--- src/rtl/core_mem_requester.sv ---
// Per-core load/store sequencer feeding one port of the shared-RAM arbiter; HOLD+1 cycles from command to done when granted immediately.
// No queue: commands are accepted only while idle, and completion waits for the arbiter to drop its grant.
module core_mem_requester #(
  parameter int HOLD    = 3,
  parameter int TIMEOUT = 255
) (
  input  logic       clk,
  input  logic       rst,
  input  logic       req_rd,
  input  logic       req_wr,
  input  logic [7:0] req_addr,
  input  logic [7:0] req_wdata,
  output logic       busy,
  output logic       done,
  output logic       err,
  output logic [7:0] rdata,
  output logic       mem_rden,
  output logic       mem_wren,
  output logic [7:0] mem_addr,
  output logic [7:0] mem_din,
  input  logic       mem_acq,
  input  logic [7:0] mem_dq
);

  typedef enum logic [1:0] {
    IDLE    = 2'd0,
    WAIT    = 2'd1,
    ACCESS  = 2'd2,
    RELEASE = 2'd3
  } state_t;

  localparam logic [7:0] HOLD_LAST = 8'(HOLD - 1);
  localparam logic [7:0] TMO_LAST  = 8'(TIMEOUT - 1);

  state_t     state;
  logic [7:0] cnt;
  logic [7:0] cnt_inc;

  // One counter serves both the grant wait and the access hold; it saturates.
  assign cnt_inc = (cnt == 8'hFF) ? cnt : cnt + 8'd1;

  always_ff @(posedge clk) begin
    if (rst) begin
      state    <= IDLE;
      cnt      <= 8'd0;
      busy     <= 1'b0;
      done     <= 1'b0;
      err      <= 1'b0;
      rdata    <= 8'd0;
      mem_rden <= 1'b0;
      mem_wren <= 1'b0;
      mem_addr <= 8'd0;
      mem_din  <= 8'd0;
    end else begin
      done <= 1'b0;
      err  <= 1'b0;
      case (state)
        IDLE: begin
          if (req_rd || req_wr) begin
            mem_wren <= req_wr;
            mem_rden <= ~req_wr;
            mem_addr <= req_addr;
            mem_din  <= req_wdata;
            cnt      <= 8'd0;
            busy     <= 1'b1;
            state    <= WAIT;
          end
        end
        WAIT: begin
          if (mem_acq) begin
            cnt   <= 8'd0;
            state <= ACCESS;
          end else if (cnt == TMO_LAST) begin
            mem_rden <= 1'b0;
            mem_wren <= 1'b0;
            done     <= 1'b1;
            err      <= 1'b1;
            state    <= RELEASE;
          end else begin
            cnt <= cnt_inc;
          end
        end
        ACCESS: begin
          // Dq reflects the held address only after the arbiter's register stages.
          if (cnt == HOLD_LAST) begin
            if (mem_rden) rdata <= mem_dq;
            mem_rden <= 1'b0;
            mem_wren <= 1'b0;
            done     <= 1'b1;
            state    <= RELEASE;
          end else begin
            cnt <= cnt_inc;
          end
        end
        RELEASE: begin
          // Waiting out the old grant keeps it from satisfying the next request.
          if (!mem_acq) begin
            busy  <= 1'b0;
            state <= IDLE;
          end
        end
        default: begin
          state <= IDLE;
        end
      endcase
    end
  end

endmodule

--- config.mk ---
export PLATFORM = sky130hd
export DESIGN_NAME = core_mem_requester
export DESIGN_NICKNAME = d
export VERILOG_FILES = /design/src/rtl/core_mem_requester.sv
export SDC_FILE = /design/constraint.sdc
export NUM_CORES = 1
export LEC_CHECK = 0
export CAP_MARGIN = 20
export CORE_ASPECT_RATIO = 1.5
export CORE_UTILIZATION = 35
export DETAILED_ROUTE_END_ITERATION = 16
export PLACE_DENSITY_LB_ADDON = 0.3
export RECOVER_POWER = 25
export SYNTH_ARGS = -nofsm -noshare
export SYNTH_HDL_FRONTEND = slang
export SYNTH_SLANG_ARGS = --single-unit
--- constraint.sdc ---
create_clock -name clk -period 1.9 [get_ports clk]
set_input_delay 0.38 -clock clk [delete_from_list [all_inputs] [get_ports clk]]
set_output_delay 0.38 -clock clk [all_outputs]
set_load 0.05 [all_outputs]
==> qor.csv <==
stage,metric,value,unit
worst_hold_path,Worst Hold Class,flop to flop,
grt,pin count of the biggest net entering global routing,18,
die,# rows,31,
timing,Final Critical Period,2020,ps
critical_path,Setup CP Type,flop to flop,
timing,Min Hold Slack,453,ps
timing,Slew @ Worst Pin,614,ps
route,routed vias/inst,4.92,
finish,most frequent cells in the layout,"clkdlybuf4s50_1, nand2_1, dfxtp_1, a21oi_1, buf_4",
worst_hold_path,HP Start,rdata[2],
route,Routed Antenna Nets,0,
critical_path,R2R depth,7,
synthesis,Syn Area/Cell,8.20,um^2
route,via count,1819,
synthesis,Post-Syn Area,1750,um^2
synthesis,cells after synthesis,214,
synthesis,Post-synth EDFFs,0,
place,HPWL Detailed,3400,um
grt,Total GRT Usage,17.6,%
finish,FF/Latch Area,783,um^2
pwr,final total power,3.29,mW
critical_path,"Max FO, Critical Path",3,
synthesis,leading area contributor after synthesis,dfxtp_1,
finish,post-route insts no fill,370,
place,PortBufs,57,
timing,fin crit share,107,%
pwr,Leakage,1.06,nW
grt,vias in the first global route,1677,
place,routability cong.,0.859,
route,DRC viols,0,
clock_tree,Clock Tree Buf Depth,2,
synthesis,synth unique cells,38,
pwr,PwrDens,1180,nW/um^2
die,Die X,59.8,um
synthesis,dominant synthesized flop cell,dfxtp_1,
finish,Ant. Diodes,0,
flow_run,max cap viols,0,
pwr,Peak VDD IR,0.706,mV
critical_path,crit start category,flop,
timing,Max Freq,494,MHz
synthesis,Compound-Gate Fraction of Synth Area,18.7,%
synthesis,yosys warns,0,
synthesis,most area-consuming cells after synthesis,"dfxtp_1, nand2_1, a21oi_1",
clock_tree,# H-tree levels,2,
synthesis,Synth Area in Adders,4.28,%
clock_tree,Clock Pin Slew Worst Setup and Hold Paths,70,ps
critical_path,Worst path max stage delay,480,ps
critical_path,R2R setup slack,-120,ps
grt,first-pass GRT wire length,7110,um
clock_tree,CTS tree,yes,
finish,Finished Cell Area,2780,um^2
critical_path,worst flop-to-flop path startpoint,cnt[0],
finish,nets,338,
finish,share of layout cells above drive strength 1,18.4,%
timing,fin. max-slew vios,0,
synthesis,Syn Nets,249,
grt,gr ovfl total,0,
die,io pins,58,
critical_path,"Critical Path, Cell by Cell",inv_2 > ha_4 > or4b_4 > o41ai_4 > nand4_2 > or3b_1 > a21oi_2,
place,Post-DP Area,2670,um^2
timing,final hold violations,0,
critical_path,CP Data Required Time,2130,ps
worst_hold_path,Hold Crit Depth,2,
finish,"Area growth, synth to finish",58.5,%
synthesis,"Seq/Total Area, Yosys",44.5,%
clock_tree,worst skew pair latency,290,ps
die,initial core utilization,36.5,%
synthesis,xor and xnor area share after synthesis,0.499,%
place,DP Cell Count,361,
timing,RSZ-0062 raised after global routing,true,
timing,Worst Skew,5.13,ps
die,full die area,5310,um^2
critical_path,CP startpoint,cnt[0],
finish,"most common cell after layout, fill and taps aside",clkdlybuf4s50_1,
finish,fill count,480,
synthesis,Yosys top cell area share,44.5,%
critical_path,kind of end point of the critical path,flop,
clock_tree,Num Clock Sinks,39,
status,failing checks,negative setup slack,
synthesis,mux share of post-synthesis cell area,2.85,%
route,Pre-Repair DR Iteration Count,4,
critical_path,CP Data Arrival Time,2250,ps
clock_tree,Num CTS Buffers,5,
timing,Total Neg Setup Slack,-554,ps
timing,worst setup slack after layout,-124,ps
synthesis,largest family of logic cells by synthesized area,simple AND/OR/NAND/NOR gates,
clock_tree,cell at the root of the clock tree,clkbuf_8,
synthesis,Synth async-reset ratio,0,%
synthesis,number of synthesized register bits,39,
timing,slew margin rel.,59.3,%
critical_path,Critical Path Slowest Stage Cell,or4b_4,
grt,initial antenna violation count,0,
timing,Final Setup Violations,12,
route,WL/cell,12.1,um
route,Iteration-0 DRC Markers,46,
synthesis,synthesized-area fraction occupied by and/or/nand/nor cells,25.2,%
route,final WL,4490,um
clock_tree,hold-fix buffers at CTS,0,
status,outcome,"finished, violations left",
die,core area,4810,um^2
finish,area of the multi-input gates,958,um^2
die,Die H,88.7,um
[layer usage]
metal | GRT usage [%] | part of all wire, %
met3 | 5.26 | 5.2
met2 | 31.3 | 54
met1 | 18.5 | 38
met4 | 8.46 | 2.1
met5 | 0 | 0
[critical path, delay by kind of cell, from the launching register on]
kind            cells  cell delay (ps)
simple gates        3             1000
buf+inv             1               60
compound gates      2              460
flops               1              330
fa+ha+maj           1              120
[cell families after synthesis]
kind of cell / count (synthesis)
xor+xnor: 1
buf+inv: 17
flops: 39
simple gates: 93
mux: 5
compound gates: 53
fa+ha+maj: 6
[path summary, 6_finish.rpt]
kind | endpoint
worst max-delay path | mem_wren
worst min-delay path | rdata[2]
worst max register to register | mem_wren
worst min register to register | rdata[2]
[layout make-up]
class / instances / share of cell area [%]
Tap cell: 66 / 2.97
Sequential cell: 39 / 28.2
Timing Repair Buffer: 93 / 30.0
Clock buffer: 8 / 3.60
Inverter: 6 / 0.810
Multi-Input combinational cell: 158 / 34.5
[stage by stage]
stage	worst slack, ps	utilization (%)
floorplan	-99.3	-
global placement	-170	55.5
detailed placement	-202	55.5
CTS	-144	58.0
global route	-228	57.8
finish	-124	57.8
[cells in the mapped netlist, drive strengths merged, types with 4 or more instances]
library cell	instances
nand2b	4
o21ai	7
dfxtp	39
a21oi	33
nand4	5
clkbuf	8
inv	6
ha	6
mux2i	5
nand2	49
nor2	10
nand3	11
[timing repair]
item	in CTS	in global routing
endpoints found under the hold margin	0	0
gates resized for setup	3	2
setup buffers	1	0
gates cloned	0	0
setup endpoints to repair	15	20
pin swaps	4	1
[sequential cells by signal, indices dropped and copies added (netlist names)]
register / flops
state: 2
rdata: 8
done: 1
mem_wren: 1
err: 1
mem_addr: 8
mem_din: 8
cnt: 8
busy: 1
mem_rden: 1
[power by group]
group          total (mW)  internal [mW]  switching (mW)
clock               0.606          0.331           0.275
sequential           1.03          0.947          0.0805
combinational        1.66          0.703           0.957
Power figures use the tool's default switching activity.
==> patch 1 (same flow settings) <==
Add an input register stage for `mem_dq`; this delays it by one clock. The other inputs are not delayed to match.
--- a/src/rtl/core_mem_requester.sv
+++ b/src/rtl/core_mem_requester.sv
@@ -31,6 +31,12 @@
 
   localparam logic [7:0] HOLD_LAST = 8'(HOLD - 1);
   localparam logic [7:0] TMO_LAST  = 8'(TIMEOUT - 1);
+
+  logic [7:0] mem_dq_q;
+
+  always_ff @(posedge clk) begin
+    mem_dq_q <= mem_dq;
+  end
 
   state_t     state;
   logic [7:0] cnt;
@@ -83,7 +89,7 @@
         ACCESS: begin
           // Dq reflects the held address only after the arbiter's register stages.
           if (cnt == HOLD_LAST) begin
-            if (mem_rden) rdata <= mem_dq;
+            if (mem_rden) rdata <= mem_dq_q;
             mem_rden <= 1'b0;
             mem_wren <= 1'b0;
             done     <= 1'b1;
Check against the original RTL: not equivalent (a bounded check fails within 10 cycles, from zero or initial values and one cycle with rst high).
==> patch 1 against the original RTL <==
Worst hold slack better by 0.0045 ns; synthesized area rose by 11%; routed wire length increased by 0.58%; final cell count decreased by 2.4%; critical path type is now reg2out; highest routed layer unchanged; largest cell class unchanged; non-clock buffer count decreased by 12; power shrank 1.5%; sequential cell count is 8 higher; final area increased by 2.7%; via count decreased by 3.0%; setup slack better by 0.17 ns; combinational power down 13%.
==> patch 1: results (changes against the original RTL) <==
routed len/inst 12.5 um (was 12.1 um); met3 wire len 130 um (was 232 um); register area share after synthesis 0.484 (was 0.445); Slew Limit Headroom 0.574 (was 0.593); endpoints failing setup 0 (was 12); vias in the first global route 1668 (was 1677); Worst setup startpoint busy (was cnt[0]); Final HPWL DP 3210 um (was 3400 um); layout cell share with drive strength beyond 1 0.177 (was 0.184); fmax 540 MHz (was 494 MHz); Post-synth top cells dfxtp_1, nand2_1, a21oi_1 (was nand2_1, dfxtp_1, a21oi_1); Starting Density 0.371 (was 0.365); Met1 Wirelength 1910 um (was 1720 um); post-synth cell types 41 (was 38); worst r2r dst cnt[7] (was mem_wren); global-route wire length before repair 7330 um (was 7110 um); syn avg cell area 9.09 sq um (was 8.20 sq um); CP peak stage delay 0.81 ns (was 0.48 ns); status finished, final reports clean (was finished with violations); Hold Crit Start mem_din[6] (was rdata[2]); DR pass1 iterations 4 (unchanged); synth top area cells dfxtp_1, nand2_1, a21oi_1 (unchanged); Slowest-stage cell, CP clkdlybuf4s50_1 (was or4b_4); placed cells 350 (was 361); P_leak 1.11 nW (was 1.06 nW); pin count of the biggest net entering global routing 41 (was 18); Worst Setup EP busy (was mem_wren); GP Congestion 0.803 (was 0.859); total track usage 0.159 (was 0.176); Reg clk slew, reported paths 0.09 ns (was 0.07 ns); Arr. time, crit path 1.47 ns (was 2.25 ns); Initial DRC Count 34 (was 46); critical path's top delay family buffers and inverters (was simple AND/OR/NAND/NOR gates); Final Non-Filler Cells 361 (was 370); routed vias 1764 (was 1819); FILL cells 488 (was 480)
[patch 1: layout make-up]
| class | count | area [sq um] | share of cell area |
|---|---|---|---|
| tap | 68 | 85.1 | 0.0298 |
| multi-input combinational | 153 | 990 | 0.346 |
| clock inverter | 2 | 12.5 | 0.00438 |
| inverter | 4 | 15.0 | 0.00526 |
| timing repair buffer | 81 | 736 | 0.258 |
| sequential | 47 | 946 | 0.331 |
| clock buffer | 6 | 72.6 | 0.0254 |
[patch 1: per-layer routing]
| metal | track usage | vias up |
|---|---|---|
| met5 | 0 | - |
| met4 | 0.0640 | 0 |
| met3 | 0.0293 | 8 |
| met2 | 0.289 | 37 |
| met1 | 0.180 | 828 |
| li1 | - | 891 |
[patch 1: kinds of logic after synthesis]
group,synth area share
and+or+nand+nor,0.218
AOI/OAI and AO/OA,0.165
DFF,0.484
buffers and inverters,0.0354
muxes,0.0412
adders and majority gates,0.0386
xor gates and xnor gates,0.0180
[patch 1: worst min-delay path by stage]
stage,end,slack [ns]
floorplan,mem_dq_q[0],0.41
global placement,mem_din[7],0.44
detailed placement,mem_addr[5],0.45
CTS,mem_addr[5],0.46
global route,mem_din[3],0.48
finish,mem_din[6],0.46
[patch 1: what timing repair did]
action,CTS,global route
resized for setup,5,16
setup endpoints to repair,18,11
pin swaps,5,11
setup buffers,1,3
hold endpoints to repair,0,0
cloned,0,0
[patch 1: where the power goes]
group          total (mW)  internal, mW  switching, mW
clock               0.588         0.257          0.330
combinational        1.45         0.589          0.856
sequential           1.21          1.13         0.0830
[patch 1: metrics by stage]
stage	area (sq um)	utilization	power, mW
4_1_cts	2800	0.535	3.22
6_report	2860	0.545	3.25
2_1_floorplan	1940	-	2.09
3_3_place_gp	2700	0.516	2.60
3_5_place_dp	2700	0.516	2.62
5_1_grt	2860	0.545	3.42
==> patch 2 (config.mk and constraints unchanged) <==
Without the edit above. Change the parameter `TIMEOUT` from 255 to 128.
--- a/src/rtl/core_mem_requester.sv
+++ b/src/rtl/core_mem_requester.sv
@@ -2,7 +2,7 @@
 // No queue: commands are accepted only while idle, and completion waits for the arbiter to drop its grant.
 module core_mem_requester #(
   parameter int HOLD    = 3,
-  parameter int TIMEOUT = 255
+  parameter int TIMEOUT = 128
 ) (
   input  logic       clk,
   input  logic       rst,
Check against the original RTL: no difference found for any inputs over 10 cycles, from zero or initial values and one cycle with rst high; that may be too few to reach the edited logic, so the function may still have changed.
==> patch 2 against the original RTL <==
Worst hold slack improved by 0.0013 ns; synthesized area increased by 0.64%; final area decreased by 0.14%; routed wire length decreased by 0.27%; combinational power decreased by 4%; power decreased by 3.7%; setup slack improved by 0.17 ns; sequential cell count unchanged; largest cell class unchanged; largest power group unchanged.
==> patch 2: results (changes against the original RTL) <==
status finished, final reports clean (was finished with violations); Final HPWL DP 3360 um (was 3400 um); vias in the first global route 1667 (was 1677); pin count of the biggest net entering global routing 31 (was 18); P_leak 1.00 nW (was 1.06 nW); Area after DPL 0.00261 sq mm (was 0.00267 sq mm); CP peak stage delay 0.59 ns (was 0.48 ns); Arr. time, crit path 2.09 ns (was 2.25 ns); Max VDD drop 391 uV (was 706 uV); layout cell share with drive strength beyond 1 0.223 (was 0.184); Post-synth top cells nand2_1, dfxtp_1, a21oi_1 (unchanged); GP Congestion 0.861 (was 0.859); vias per inst 4.88 (was 4.92); FILL cells 458 (was 480); synth top area cells dfxtp_1, nand2_1, a21oi_1 (unchanged); placed cells 347 (was 361); Slowest-stage cell, CP or4_4 (was or4b_4); routed len/inst 12.5 um (was 12.1 um); Worst Max-Slew Pin Slew 0.632 ns (was 0.614 ns); total track usage 0.174 (was 0.176); dpl ws -0.136 ns (was -0.202 ns); routed vias 1748 (was 1819); syn avg cell area 8.61 sq um (was 8.20 sq um); global-route wire length before repair 7040 um (was 7110 um); post-synth cell types 46 (was 38); Initial DRC Count 28 (was 46); final clock skew 0.00454 ns (was 0.00513 ns)
## patch 2: routing by layer
layer | global-route usage | share of wire | vias up
li1 | - | - | 897
met1 | 0.165 | 0.38 | 797
met2 | 0.338 | 0.56 | 45
met3 | 0.0420 | 0.043 | 9
met4 | 0.0803 | 0.022 | 0
met5 | 0 | 0 | -
## patch 2: area by class of cell
class | count | area (sq um) | share of cell area
sequential | 39 | 786 | 0.283
timing repair buffer | 89 | 808 | 0.291
inverter | 7 | 26.3 | 0.00946
clock inverter | 2 | 12.5 | 0.00451
multi-input combinational | 149 | 988 | 0.356
tap | 66 | 82.6 | 0.0297
clock buffer | 6 | 72.6 | 0.0261
## patch 2: final timing paths
check             startpoint          to  slack (ns)  cells past startpoint
setup / recovery      cnt[4]    mem_wren        0.04                      5
hold / removal    mem_din[5]  mem_din[5]        0.45                      2
setup reg to reg      cnt[4]    mem_wren        0.04                      5
hold reg to reg   mem_din[5]  mem_din[5]        0.45                      2
## patch 2: power breakdown
part / switching, mW / internal, mW
logic: 0.938 / 0.661
registers: 0.0838 / 0.955
clock network: 0.279 / 0.256
total: 1.30 / 1.87
## patch 2: worst max-delay path, delay by kind of cell (launching register included)
kind / cells / cell delay (ns)
simple gates: 3 / 1.13
compound gates: 2 / 0.35
flops: 1 / 0.32
## patch 2: timing repair
action	4_1_cts	5_1_grt
setup endpoints to repair	9	13
gates cloned	1	0
pin swaps	3	3
buffers inserted	0	2
resized for setup	5	15
## patch 2: cell families after synthesis
| family | share of synthesized area |
|---|---|
| DFF | 0.442 |
| AOI/OAI and AO/OA | 0.201 |
| adders and majority gates | 0.0425 |
| buffers and inverters | 0.0369 |
| and+or+nand+nor | 0.226 |
| muxes | 0.0510 |
